### config.mk
export PLATFORM = sky130hd
export DESIGN_NAME = apb_master_seq
export DESIGN_NICKNAME = d
export VERILOG_FILES = /design/src/rtl/apb_master_pkg.sv /design/src/rtl/apb_master_seq.sv
export SDC_FILE = /design/constraint.sdc
export NUM_CORES = 1
export LEC_CHECK = 0
export ABC_AREA = 1
export CAP_MARGIN = 20
export CORE_MARGIN = 1.5
export CORE_UTILIZATION = 45
export DETAILED_ROUTE_END_ITERATION = 6
export DONT_BUFFER_PORTS = 1
export GPL_TIMING_DRIVEN = 0
export PLACE_DENSITY = 0.6
export SKIP_CTS_REPAIR_TIMING = 1
export SYNTH_ARGS = -nofsm -noshare
export SYNTH_HDL_FRONTEND = slang
export SYNTH_SLANG_ARGS = --single-unit
### constraint.sdc
create_clock -name PCLK -period 9.6 [get_ports PCLK]
set_clock_uncertainty 0.2 [all_clocks]
set_input_delay 1.92 -clock PCLK [delete_from_list [all_inputs] [get_ports PCLK]]
set_output_delay 1.92 -clock PCLK [all_outputs]
set_load 0.05 [all_outputs]
### src/rtl/apb_master_pkg.sv
// Shared types and constants for the APB3 initiator.
package apb_master_pkg;

  typedef enum logic [1:0] {
    IDLE   = 2'b00,
    SETUP  = 2'b01,
    ACCESS = 2'b10,
    RESP   = 2'b11
  } apb_state_t;

  localparam int APB_DATA_W = 32;
  localparam int TO_CNT_W   = 16;

endpackage

### src/rtl/apb_master_seq.sv
// APB3 initiator: each accepted request becomes one APB transfer; the result comes back on the response port.
// Optional ACCESS-phase watchdog is built when APB_MASTER_TIMEOUT_EN is defined.
module apb_master_seq
  import apb_master_pkg::*;
#(
  parameter int ADDR_WIDTH     = 32,
  parameter int TIMEOUT_CYCLES = 256
) (
  input  logic                  PCLK,
  input  logic                  PRESET,
  input  logic                  req_valid,
  output logic                  req_ready,
  input  logic                  req_write,
  input  logic [ADDR_WIDTH-1:0] req_addr,
  input  logic [APB_DATA_W-1:0] req_wdata,
  output logic                  rsp_valid,
  input  logic                  rsp_ready,
  output logic [APB_DATA_W-1:0] rsp_rdata,
  output logic                  rsp_err,
  output logic [ADDR_WIDTH-1:0] PADDR,
  output logic                  PSEL,
  output logic                  PENABLE,
  output logic                  PWRITE,
  output logic [APB_DATA_W-1:0] PWDATA,
  input  logic [APB_DATA_W-1:0] PRDATA,
  input  logic                  PREADY,
  input  logic                  PSLVERR
);

  if (TIMEOUT_CYCLES < 2 || TIMEOUT_CYCLES > 65535) begin : g_bad_timeout
    $error("apb_master_seq: TIMEOUT_CYCLES must be in 2..65535");
  end

  apb_state_t state, state_nxt;
  logic       capture_req;
  logic       capture_rsp;
  logic       timeout;

`ifdef APB_MASTER_TIMEOUT_EN
  logic [TO_CNT_W-1:0] to_cnt;

  // SETUP always precedes ACCESS, so clearing there means the count starts at 0 on entry.
  always_ff @(posedge PCLK or posedge PRESET) begin
    if (PRESET) begin
      to_cnt <= '0;
    end else if (state == SETUP) begin
      to_cnt <= '0;
    end else if (state == ACCESS && !PREADY) begin
      to_cnt <= to_cnt + 1'b1;
    end
  end

  assign timeout = (state == ACCESS) && !PREADY &&
                   (to_cnt == TO_CNT_W'(TIMEOUT_CYCLES - 1));
`else
  assign timeout = 1'b0;
`endif

  always_ff @(posedge PCLK or posedge PRESET) begin
    if (PRESET) begin
      state <= IDLE;
    end else begin
      state <= state_nxt;
    end
  end

  // Handshake signals are pure state decodes, so reset drops PSEL/PENABLE without waiting for an edge.
  always_comb begin
    state_nxt   = state;
    req_ready   = 1'b0;
    PSEL        = 1'b0;
    PENABLE     = 1'b0;
    rsp_valid   = 1'b0;
    capture_req = 1'b0;
    capture_rsp = 1'b0;
    case (state)
      IDLE: begin
        req_ready = 1'b1;
        if (req_valid) begin
          capture_req = 1'b1;
          state_nxt   = SETUP;
        end
      end
      SETUP: begin
        PSEL      = 1'b1;
        state_nxt = ACCESS;
      end
      ACCESS: begin
        PSEL    = 1'b1;
        PENABLE = 1'b1;
        if (PREADY || timeout) begin
          capture_rsp = 1'b1;
          state_nxt   = RESP;
        end
      end
      RESP: begin
        rsp_valid = 1'b1;
        if (rsp_ready) begin
          state_nxt = IDLE;
        end
      end
      default: state_nxt = IDLE;
    endcase
  end

  // Address, direction and write data persist after the transfer; only a new request changes them.
  always_ff @(posedge PCLK or posedge PRESET) begin
    if (PRESET) begin
      PADDR  <= '0;
      PWRITE <= 1'b0;
      PWDATA <= '0;
    end else if (capture_req) begin
      PADDR  <= req_addr;
      PWRITE <= req_write;
      PWDATA <= req_wdata;
    end
  end

  // Normal completion takes priority over a watchdog abort in the same cycle.
  always_ff @(posedge PCLK or posedge PRESET) begin
    if (PRESET) begin
      rsp_rdata <= '0;
      rsp_err   <= 1'b0;
    end else if (capture_rsp) begin
      if (PREADY) begin
        rsp_err   <= PSLVERR;
        rsp_rdata <= (PSLVERR || PWRITE) ? '0 : PRDATA;
      end else begin
        rsp_err   <= 1'b1;
        rsp_rdata <= '0;
      end
    end
  end

endmodule

# After elaboration in Yosys (flattened, before gate mapping)
# Cells that the tools add are included.
[word_totals]
register_bits = 100
latch_bits = 0
mem_bits_rw = 0
romBits = 0
inputBits = 103
wordCells = 31
mem_count = 0
[classes]
addsub = 0
n_mul = 0
div_mod_pow = 0
order_cmp = 0
n_eq_ne = 6
shift = 0
n_mux = 15
n_bitwise = 0
reduce_logical = 4
[ops]
columns = ["op", "n"]
rows = [
  ["32-bit two-way mux", 2],
  ["1-bit two-way mux", 9],
  ["2-bit case mux with 4 select lines", 1],
  ["2-bit two-way mux", 3],
  ["2-bit inequality test (second input constant)", 3],
  ["2-bit == test (second input constant)", 2],
  ["3-bit AND reduction", 1],
  ["2-bit by 1-bit == test with 1-bit output (second input constant)", 1],
  ["2-bit zero test", 1],
  ["2-bit OR reduction", 1],
  ["1-bit logical OR", 1],
]

# Logic depth before layout (Yosys ltp)
# Gate-level depths: netlist of run 1.
[logic_depth]
ltp_word = 3
depth_mapped = 7

# Worst setup path before layout of run 1
# No wires, ideal clock.
[synth_path]
path_type = "register -> output"
startpoint = "register state[0]"
endpoint = "output req_ready"
t_arrival_ps = 968
required_time_ps = 7480
slack_ps = 6512
path_stages_with_launch = 3
cell_sequence = "dfrtp_1 -> inv_1 -> ha_1"
[synth_via]
elab_chain_cells = 2
[synth_lines]
columns = ["element", "line_no", "text"]
rows = [
  ["start, declared", "apb_master_seq.sv:34", "apb_state_t state, state_nxt;"],
  ["start signal, assigned", "apb_master_seq.sv:63", "state <= state_nxt;"],
  ["2-bit zero test", "apb_master_seq.sv:76", "case (state)"],
  ["1-bit two-way mux", "apb_master_seq.sv:76", ""],
  ["end, declared", "apb_master_seq.sv:12", "output logic req_ready,"],
]
# Every way passes these cells.

# Worst setup path in the final report of run 1
# Same ends and word-level chain as after synthesis.

==> metrics.md, run 1 <==
| Metric | Value |
|---|---|
| Final nets | `568` |
| Flops & latches, synth | `100` |
| Max-slew violation count | `0` |
| # IOs | `205` |
| Count of input and output buffers | `0` |
| Period minus WS final | `~3600 ps` |
| R2R depth | `7` |
| Routability cong. | `0.775` |
| Final Cycle Share | `37.2%` |
| Die H | `97.6 µm` |
| RR Endpoint | `rsp_rdata[6]` |
| Synth top area cells | `dfrtp_1 (62%), nand2_1 (19%), nand3_1 (12%)` |
| Worst-Margin Slew | `681 ps` |
| Most frequent cell after synthesis | `nand2_1` |
| CP Launch Type | `register` |
| Hold Crit Depth | `2` |
| CP Max Fanout | `6` |
| Utilization after layout | `50.3%` |
| Cells after DPL | `559` |
| Via density | `a little over 5` |
| Synth top area share | `62.2%` |
| Crit path kind | `register to output pin` |
| FF+latch area | `2500 µm²` |
| Vias in the first global route | `2,986` |
| 1st-pass router iterations | `4` |
| Die area | `9520 µm²` |
| Commonest cells in the netlist | `nand2_1 (204), dfrtp_1 (100), nand3_1 (98), buf_2 (17), buf_4 (9)` |
| Netlist cell types | `12` |
| Final setup TNS | `0 ps` |
| Post-DP HPWL | `6970 µm` |
| Number of nets with antenna violations after routing | `0` |
| Largest net degree at the start of global routing | `64` |
| DRC | `0` |
| Worst min-delay path class | `register to register` |
| Maximum root-to-sink buffer count | `2` |
| Synthesized cell area | `4030 µm²` |
| CP Capture Type | `output pin` |
| Synth Net Count | `556` |
| Global route overflow | `0` |
| Top_reg_cell synth | `dfrtp_1` |
| H-tree depth | `3` |
| Finished layout cell area | `4370 µm²` |
| Crit path DAT | `1450 ps` |
| Mean Syn Cell Area | `8.94 µm²` |
| Fill cell count | `868` |
| Status | `completed` |
| Worst R2R Setup Slack | `7400 ps` |
| Drt initial violations | `77` |
| Worst-path clk slew | `90 ps` |
| Via count | `2,965` |
| Max Clock Freq | `280 MHz` |
| GRT Overall Usage | `20.4%` |
| MaxCap Viol Count | `0` |
| CP required | `7480 ps` |
| Antenna Diode Count | `0` |
| Hold Vio Cnt, Final | `0` |
| Clock buffer count from CTS | `9` |
| Final setup viols | `0` |
| First-pass GRT wire length | `15,500 µm` |
| VDD IR max | `0.232 mV` |
| DP Area | `4190 µm²` |
| Routed length per placed instance | `16.5 µm` |
| Share of cells above drive strength 1 | `9.42%` |
| Area grow syn2layout | `8.55%` |
| Root Buffer Master | `clkbuf_8` |
| Number of flops mapped to enable cells by yosys | `0` |
| Relative slew slack | `54.6%` |
| Non-filler cells in the finished layout | `575` |
| Rows | `34` |
| Leak pwr | `2.40 nW` |
| Cells after Synth | `450` |
| Worst-Skew Late Latency | `350 ps` |
| CTS Sinks | `100` |
| Top cell type by total area after synthesis | `dfrtp_1` |
| RR Startpoint | `state[0]` |
| Initial Utilization | `46.4%` |
| RSZ-0062 raised after global routing | `no` |
| Register area share after synthesis | `62.2%` |
| Hold Crit Start | `state[0]` |
| CTS tree | `done` |
| Multi-input logic area | `1320 µm²` |
| Core Area | `8680 µm²` |
| Pwr dens | `447 nW/µm²` |
| Overall power | `approximately 2.0 mW` |
| Synthesis warning total | `0` |
| Initial antenna violation count | `0` |
| Die width | `97.6 µm` |
| Routed wire length | `9460 µm` |
| Post-synth ARST share | `100%` |
| Worst Hold Path EP | `state[0]` |
-- state kept, by name, indices dropped and copies added, names as in the netlist --
register	count
PWRITE	1
PADDR	32
state	2
rsp_rdata	32
rsp_err	1
PWDATA	32
-- kinds of logic (layout without fill, tap and decap cells) --
logic type               count (synthesis)  after routing  synth area share, %
flip-flops                             100            100                 62.2
buffers and inverters                   39             56                 5.00
AND/OR/NAND/NOR                        308            308                 31.9
adder cells (fa/ha/maj)                  3              3                0.933
-- per-stage QoR --
| stage | setup WS (ps) | hold slack, ps |
|---|---|---|
| 2_1_floorplan | 4860 | 277 |
| 3_3_place_gp | 3810 | 304 |
| 3_5_place_dp | 6410 | 315 |
| 4_1_cts | 6000 | 337 |
| 5_1_grt | 5970 | 376 |
| 6_report | 6030 | 336 |
-- cell usage in the layout (no fill, tap or decap), drive strengths merged --
cell,Yosys,layout
nand4,2,2
nor2,4,4
clkinv,0,3
clkbuf,3,14
dfrtp,100,100
nand3,98,98
nand2,204,204
inv,9,9
ha,3,3
clkinvlp,0,2
buf,27,28
-- power by group --
part / internal, mW / leakage [nW] / switching [mW]
sequential: 0.580 / 1.27 / 0.716
combinational: 0.137 / 1.04 / 0.278
clock: 0.102 / 0.0855 / 0.141
-- worst max-delay path by stage --
| stage | from | end | slack (ps) | cells after the start |
|---|---|---|---|---|
| floorplan | PRESET | PADDR[0] | 4860 | 1 |
| global placement | PRESET | PADDR[22] | 3810 | 1 |
| detailed placement | state[0] | req_ready | 6410 | 2 |
| CTS | state[0] | req_ready | 6000 | 2 |
| global route | state[1] | req_ready | 5970 | 2 |
| finish | state[0] | req_ready | 6030 | 2 |
-- critical path, stage by stage (launching register included) --
cell and delay [ps]:
dfrtp_1 410, inv_1 90, ha_1 600
-- layout make-up --
cell class	count	area share, %
timing repair buffer	1	0.630
buffer	30	3.84
tap	108	3.09
clock inverter	5	0.859
multi-input combinational	311	30.2
clock buffer	11	3.24
inverter	9	0.830
sequential	100	57.3
-- per-layer routing --
metal  GRT usage [%]  vias to the layer above  wire length, µm
met5               0                        -                0
li1                -                     1449                -
met4            7.58                        0              165
met2            32.7                      147             4440
met1            25.2                     1353             3850
met3            7.55                       16             1010
(Power assumes the default switching activity.)
==> run 2: changes to the inputs <==
- PLACE_DENSITY: 0.6 -> 0.62
- clock period: 9.6 -> 2.93 ns (I/O delays scaled with it)
==> run 2 against run 1 <==
Hold slack worse by 190 ps. Final area up 0.46%. Die area unchanged. Critical endpoint is now rsp_rdata[4]. Largest cell class unchanged.
==> metrics.md, run 2 (synthesized netlist as in run 1, its figures left out) <==
| Metric | Value |
|---|---|
| Largest net degree at the start of global routing | `42` |
| Initial Utilization | `a little under half` |
| Fill cell count | `between 800 and 900` |
| Status | `completed` |
| Relative slew slack | `approximately 54%` |
| GRT Overall Usage | `20.9%` |
| Number of nets with antenna violations after routing | `0` |
| Vias in the first global route | `3,225` |
| Instance count on the critical path | `7` |
| Crit-path leading delay family | `adder cells` |
| Count of input and output buffers | `0` |
| Area grow syn2layout | `9.05%` |
| Hold Crit Depth | `2` |
| CTS tree | `done` |
| CTS Sinks | `100` |
| Pwr dens | `1460 nW/µm²` |
| Post-DP HPWL | `7130 µm` |
| Initial antenna violation count | `0` |
| CP Max Fanout | `10` |
| Biggest regs | `PADDR x32, PWDATA x32, rsp_rdata x32` |
| Die area | `9520 µm²` |
| Rows | `34` |
| Share of cells above drive strength 1 | `around a tenth` |
| Final setup viols | `0` |
| Overall power | `6.40 mW` |
| Routed wire length | `9550 µm` |
| Most used cell along the critical path | `nand2_1` |
| Cells after DPL | `560` |
| Multi-input logic area | `1320 µm²` |
| Antenna Diode Count | `0` |
| Worst-Margin Slew | `a little under 700 ps` |
| CP Launch Type | `register` |
| RR Endpoint | `rsp_rdata[4]` |
| Hold Vio Cnt, Final | `0` |
| Most frequent cells in the layout | `nand2_1 (204), dfrtp_1 (100), nand3_1 (98)` |
| Routed length per placed instance | `~17 µm` |
| R2R depth | `7` |
| Maximum root-to-sink buffer count | `2` |
| Core Area | `8680 µm²` |
| Slowest cell on the critical path | `ha_1` |
| Die width | `97.6 µm` |
| Crit path buffers/inverters | `3` |
| Max Clock Freq | `448 MHz` |
| Worst-path clk slew | `roughly 100 ps` |
| Routability cong. | `0.750` |
| Final setup TNS | `0 ps` |
| Clock buffer count from CTS | `9` |
| Global route overflow | `0` |
| Via density | `approximately 5.3` |
| CP Capture Type | `register` |
| Worst Setup EP | `rsp_rdata[4]` |
| CP required | `~3000 ps` |
| Commonest non-fill, non-tap cell in the layout | `nand2_1` |
| VDD IR max | `0.834 mV` |
| Period minus WS final | `2230 ps` |
| Worst-Skew Late Latency | `between 300 and 400 ps` |
| Via count | `3,029` |
| Critical Path Max Stage Delay | `approximately 550 ps` |
| Final nets | `570` |
| Worst Setup SP | `state[0]` |
| Crit path kind | `register to register` |
| Die H | `97.6 µm` |
| RR Startpoint | `state[0]` |
| # IOs | `205` |
| Drt initial violations | `69` |
| Root Buffer Master | `clkbuf_8` |
| FF+latch area | `approximately 2500 µm²` |
| MaxCap Viol Count | `0` |
| Max-slew violation count | `0` |
| 1st-pass router iterations | `6` |
| Worst min-delay path class | `input port to register` |
| RSZ-0062 raised after global routing | `no` |
| Worst R2R Setup Slack | `700 ps` |
| Leak pwr | `2.40 nW` |
| Non-filler cells in the finished layout | `576` |
| Final Cycle Share | `76.2%` |
| Crit path DAT | `between 2000 and 2500 ps` |
| First-pass GRT wire length | `15,900 µm` |
| Crit-path cells | `inv_1 > ha_1 > nand2_1 > inv_2 > buf_4 > nand3_1 > nand2_1` |
| H-tree depth | `3` |
| DRC | `0` |
-- run 2: cell count changes in the layout (fill, tap and decap cells not counted), sizes merged --
cell	previous run	this run
dlygate4sd3	0	1
clkinv	3	1
buf	28	29
inv	9	10
-- run 2: power breakdown --
group          switching, mW  leakage [nW]  total [mW]  internal [mW]
sequential              2.34          1.27        4.24           1.90
combinational          0.918          1.05        1.37          0.452
clock                  0.460        0.0864       0.796          0.336
total                   3.71          2.40        6.40           2.69
-- run 2: worst min-delay path by stage --
stage	slack [ps]	start	end
2_1_floorplan	280	state[0]	state[0]
3_3_place_gp	310	state[0]	state[0]
3_5_place_dp	320	state[0]	state[0]
4_1_cts	-70	PRESET	rsp_rdata[8]
5_1_grt	140	req_wdata[24]	PWDATA[24]
6_report	150	req_addr[13]	PADDR[13]
-- run 2: stage by stage --
step                area [µm²]  hold WS [ps]  setup slack [ps]  util (%)
floorplan                 4030           277               954         -
global placement          4160           306               435      48.0
detailed placement        4200           320               693      48.4
CTS                       4380         -68.5               666      50.5
global route              4390           137               540      50.6
finish                    4390           148               697      50.6
-- run 2: layer usage --
metal	routed length (µm)	track usage [%]	vias to the layer above
met5	0	0	-
met4	159	7.47	0
met3	967	7.34	14
met2	4700	35.5	145
met1	3730	24.4	1421
li1	-	-	1449
-- run 2: final cells by class --
class	instances	area share (%)
Buffer	30	3.82
Clock buffer	11	3.22
Clock inverter	4	0.770
Inverter	9	0.855
Multi-Input combinational cell	311	30.1
Sequential cell	100	57.0
Tap cell	108	3.08
Timing Repair Buffer	3	1.14
==> run 3: changes to the inputs <==
- PLACE_DENSITY: 0.62 -> 0.6
- clock period: 2.93 -> 2.26 ns (I/O delays scaled with it)
==> run 3 against run 2 <==
Power rose by 33%. Non-clock buffer count is the same. Register-to-register slack got worse by 390 ps. Clock-buffer cell count did not move. Hold slack worse by 130 ps. Worst setup slack worse by 390 ps. Clock power is 51% higher. Via count decreased by 2.6%. Core utilization grew 0.42 points. Critical path depth fell by 5.
==> metrics.md, run 3 (synthesized netlist as in run 1, its figures left out) <==
| Metric | Value |
|---|---|
| Status | `completed` |
| Fill cell count | `868` |
| MaxCap Viol Count | `0` |
| Final Cycle Share | `86.4%` |
| Number of nets with antenna violations after routing | `0` |
| Most frequent cells in the layout | `nand2_1 (204), dfrtp_1 (100), nand3_1 (98)` |
| Antenna Diode Count | `0` |
| CTS tree | `done` |
| Die width | `97.6 µm` |
| CTS Sinks | `100` |
| Commonest non-fill, non-tap cell in the layout | `nand2_1` |
| Root Buffer Master | `clkbuf_8` |
| GRT Overall Usage | `about a fifth` |
| Drt initial violations | `between 70 and 80` |
| Logic gate share of total power | `roughly a fifth` |
| Routability cong. | `0.781` |
| Post-DP HPWL | `7090 µm` |
| Clock buffer count from CTS | `9` |
| Crit path buffers/inverters | `1` |
| H-tree depth | `3` |
| CP required | `1610 ps` |
| Core Area | `8680 µm²` |
| VDD IR max | `0.822 mV` |
| Via density | `5.12` |
| Routed wire length | `9490 µm` |
| DP Area | `about 4200 µm²` |
| Share of cells above drive strength 1 | `9.62%` |
| DRC | `0` |
| Critical Path Max Stage Delay | `500 ps` |
| Final WS setup | `around 310 ps` |
| Count of input and output buffers | `0` |
| Worst-Margin Slew | `653 ps` |
| Final setup TNS | `0 ps` |
| Crit-path leading delay family | `adder cells` |
| Slowest cell on the critical path | `ha_2` |
| Reg power frac | `about two thirds` |
| CP Max Fanout | `3` |
| Sw Share | `between 50% and 60%` |
| RSZ-0062 raised after global routing | `no` |
| Crit path kind | `register to output pin` |
| Leak pwr | `around 2.4 nW` |
| Max-slew violation count | `0` |
| Utilization after layout | `~51%` |
| Pwr dens | `roughly 1900 nW/µm²` |
| Crit path DAT | `1300 ps` |
| Post-place setup slack | `51.2 ps` |
| Int Power | `3.68 mW` |
| Rows | `34` |
| Finished layout cell area | `4430 µm²` |
| Worst-Skew Late Latency | `about 340 ps` |
| Biggest regs | `PADDR x32, PWDATA x32, rsp_rdata x32` |
| Cells after DPL | `between 500 and 600` |
| Via count | `~3,000` |
| CP Launch Type | `register` |
| Max Clock Freq | `512 MHz` |
| Hold Vio Cnt, Final | `0` |
| Clk pwr share | `14.1%` |
| CP Capture Type | `output pin` |
| Initial Utilization | `46.4%` |
| Initial antenna violation count | `0` |
| Relative slew slack | `between 50 and 60%` |
| Worst-path clk slew | `100 ps` |
| Period minus WS final | `1950 ps` |
| First-pass GRT wire length | `15,700 µm` |
| Final nets | `570` |
| 1st-pass router iterations | `4` |
| Global route overflow | `0` |
| Die area | `9520 µm²` |
| Area grow syn2layout | `9.95%` |
| # IOs | `205` |
| Final setup viols | `0` |
| Crit-path cells | `inv_1 > ha_2` |
| Vias in the first global route | `3,042` |
| Non-filler cells in the finished layout | `576` |
| Maximum root-to-sink buffer count | `2` |
| Die H | `97.6 µm` |
| Routed length per placed instance | `16.5 µm` |
| Worst min-delay path class | `input port to register` |
| Largest net degree at the start of global routing | `40` |
| Switching power total | `4.80 mW` |
run 3: changes by cell type in the layout (fill, tap and decap cells not counted), sizes merged:
cell	before	now
bufinv	0	2
inv	10	8
clkinv	1	0
clkinvlp	2	3
run 3: layout make-up:
type	instances	area (µm²)	share of cell area (%)
plain buffers	30	168	3.79
clock buffers	11	131	2.97
clock inverters	4	75.1	1.70
inverters	9	37.5	0.848
multi-input cells	311	1330	30.0
flip-flops and latches	100	2500	56.5
well taps	108	135	3.05
repair buffers	3	50.0	1.13
run 3: through the flow:
step,total power [mW],hold slack [ps]
2_1_floorplan,6.82,277
3_3_place_gp,7.26,305
3_5_place_dp,7.36,238
4_1_cts,8.56,-150
5_1_grt,8.97,1.64
6_report,8.48,14.0
run 3: worst paths after layout:
check	from	to	slack [ps]	cells after the start
min reg2reg	state[0]	state[0]	350	2
max in group asynchronous	PRESET	state[1]	790	3
min in group asynchronous	PRESET	rsp_rdata[8]	460	2
max	state[0]	PSEL	310	2
min	req_wdata[14]	PWDATA[14]	10	2
max reg2reg	state[0]	rsp_rdata[2]	310	7
run 3: power by group through the flow:
stage | logic, mW | registers (mW) | clock network (mW)
2_1_floorplan | 1.46 | 5.36 | 0
3_3_place_gp | 1.72 | 5.54 | 0
3_5_place_dp | 1.81 | 5.55 | 0
4_1_cts | 1.80 | 5.52 | 1.24
5_1_grt | 2.10 | 5.59 | 1.28
6_report | 1.79 | 5.50 | 1.20
run 3: layer usage:
metal | vias to the layer above | share of wire (%) | global-route usage, % | wire length (µm)
met2 | 132 | 48 | 33.9 | 4560
li1 | 1451 | - | - | -
met5 | - | 0 | 0 | 0
met1 | 1356 | 40 | 25.4 | 3830
met3 | 12 | 10 | 7.63 | 959
met4 | 0 | 1.4 | 6.81 | 129
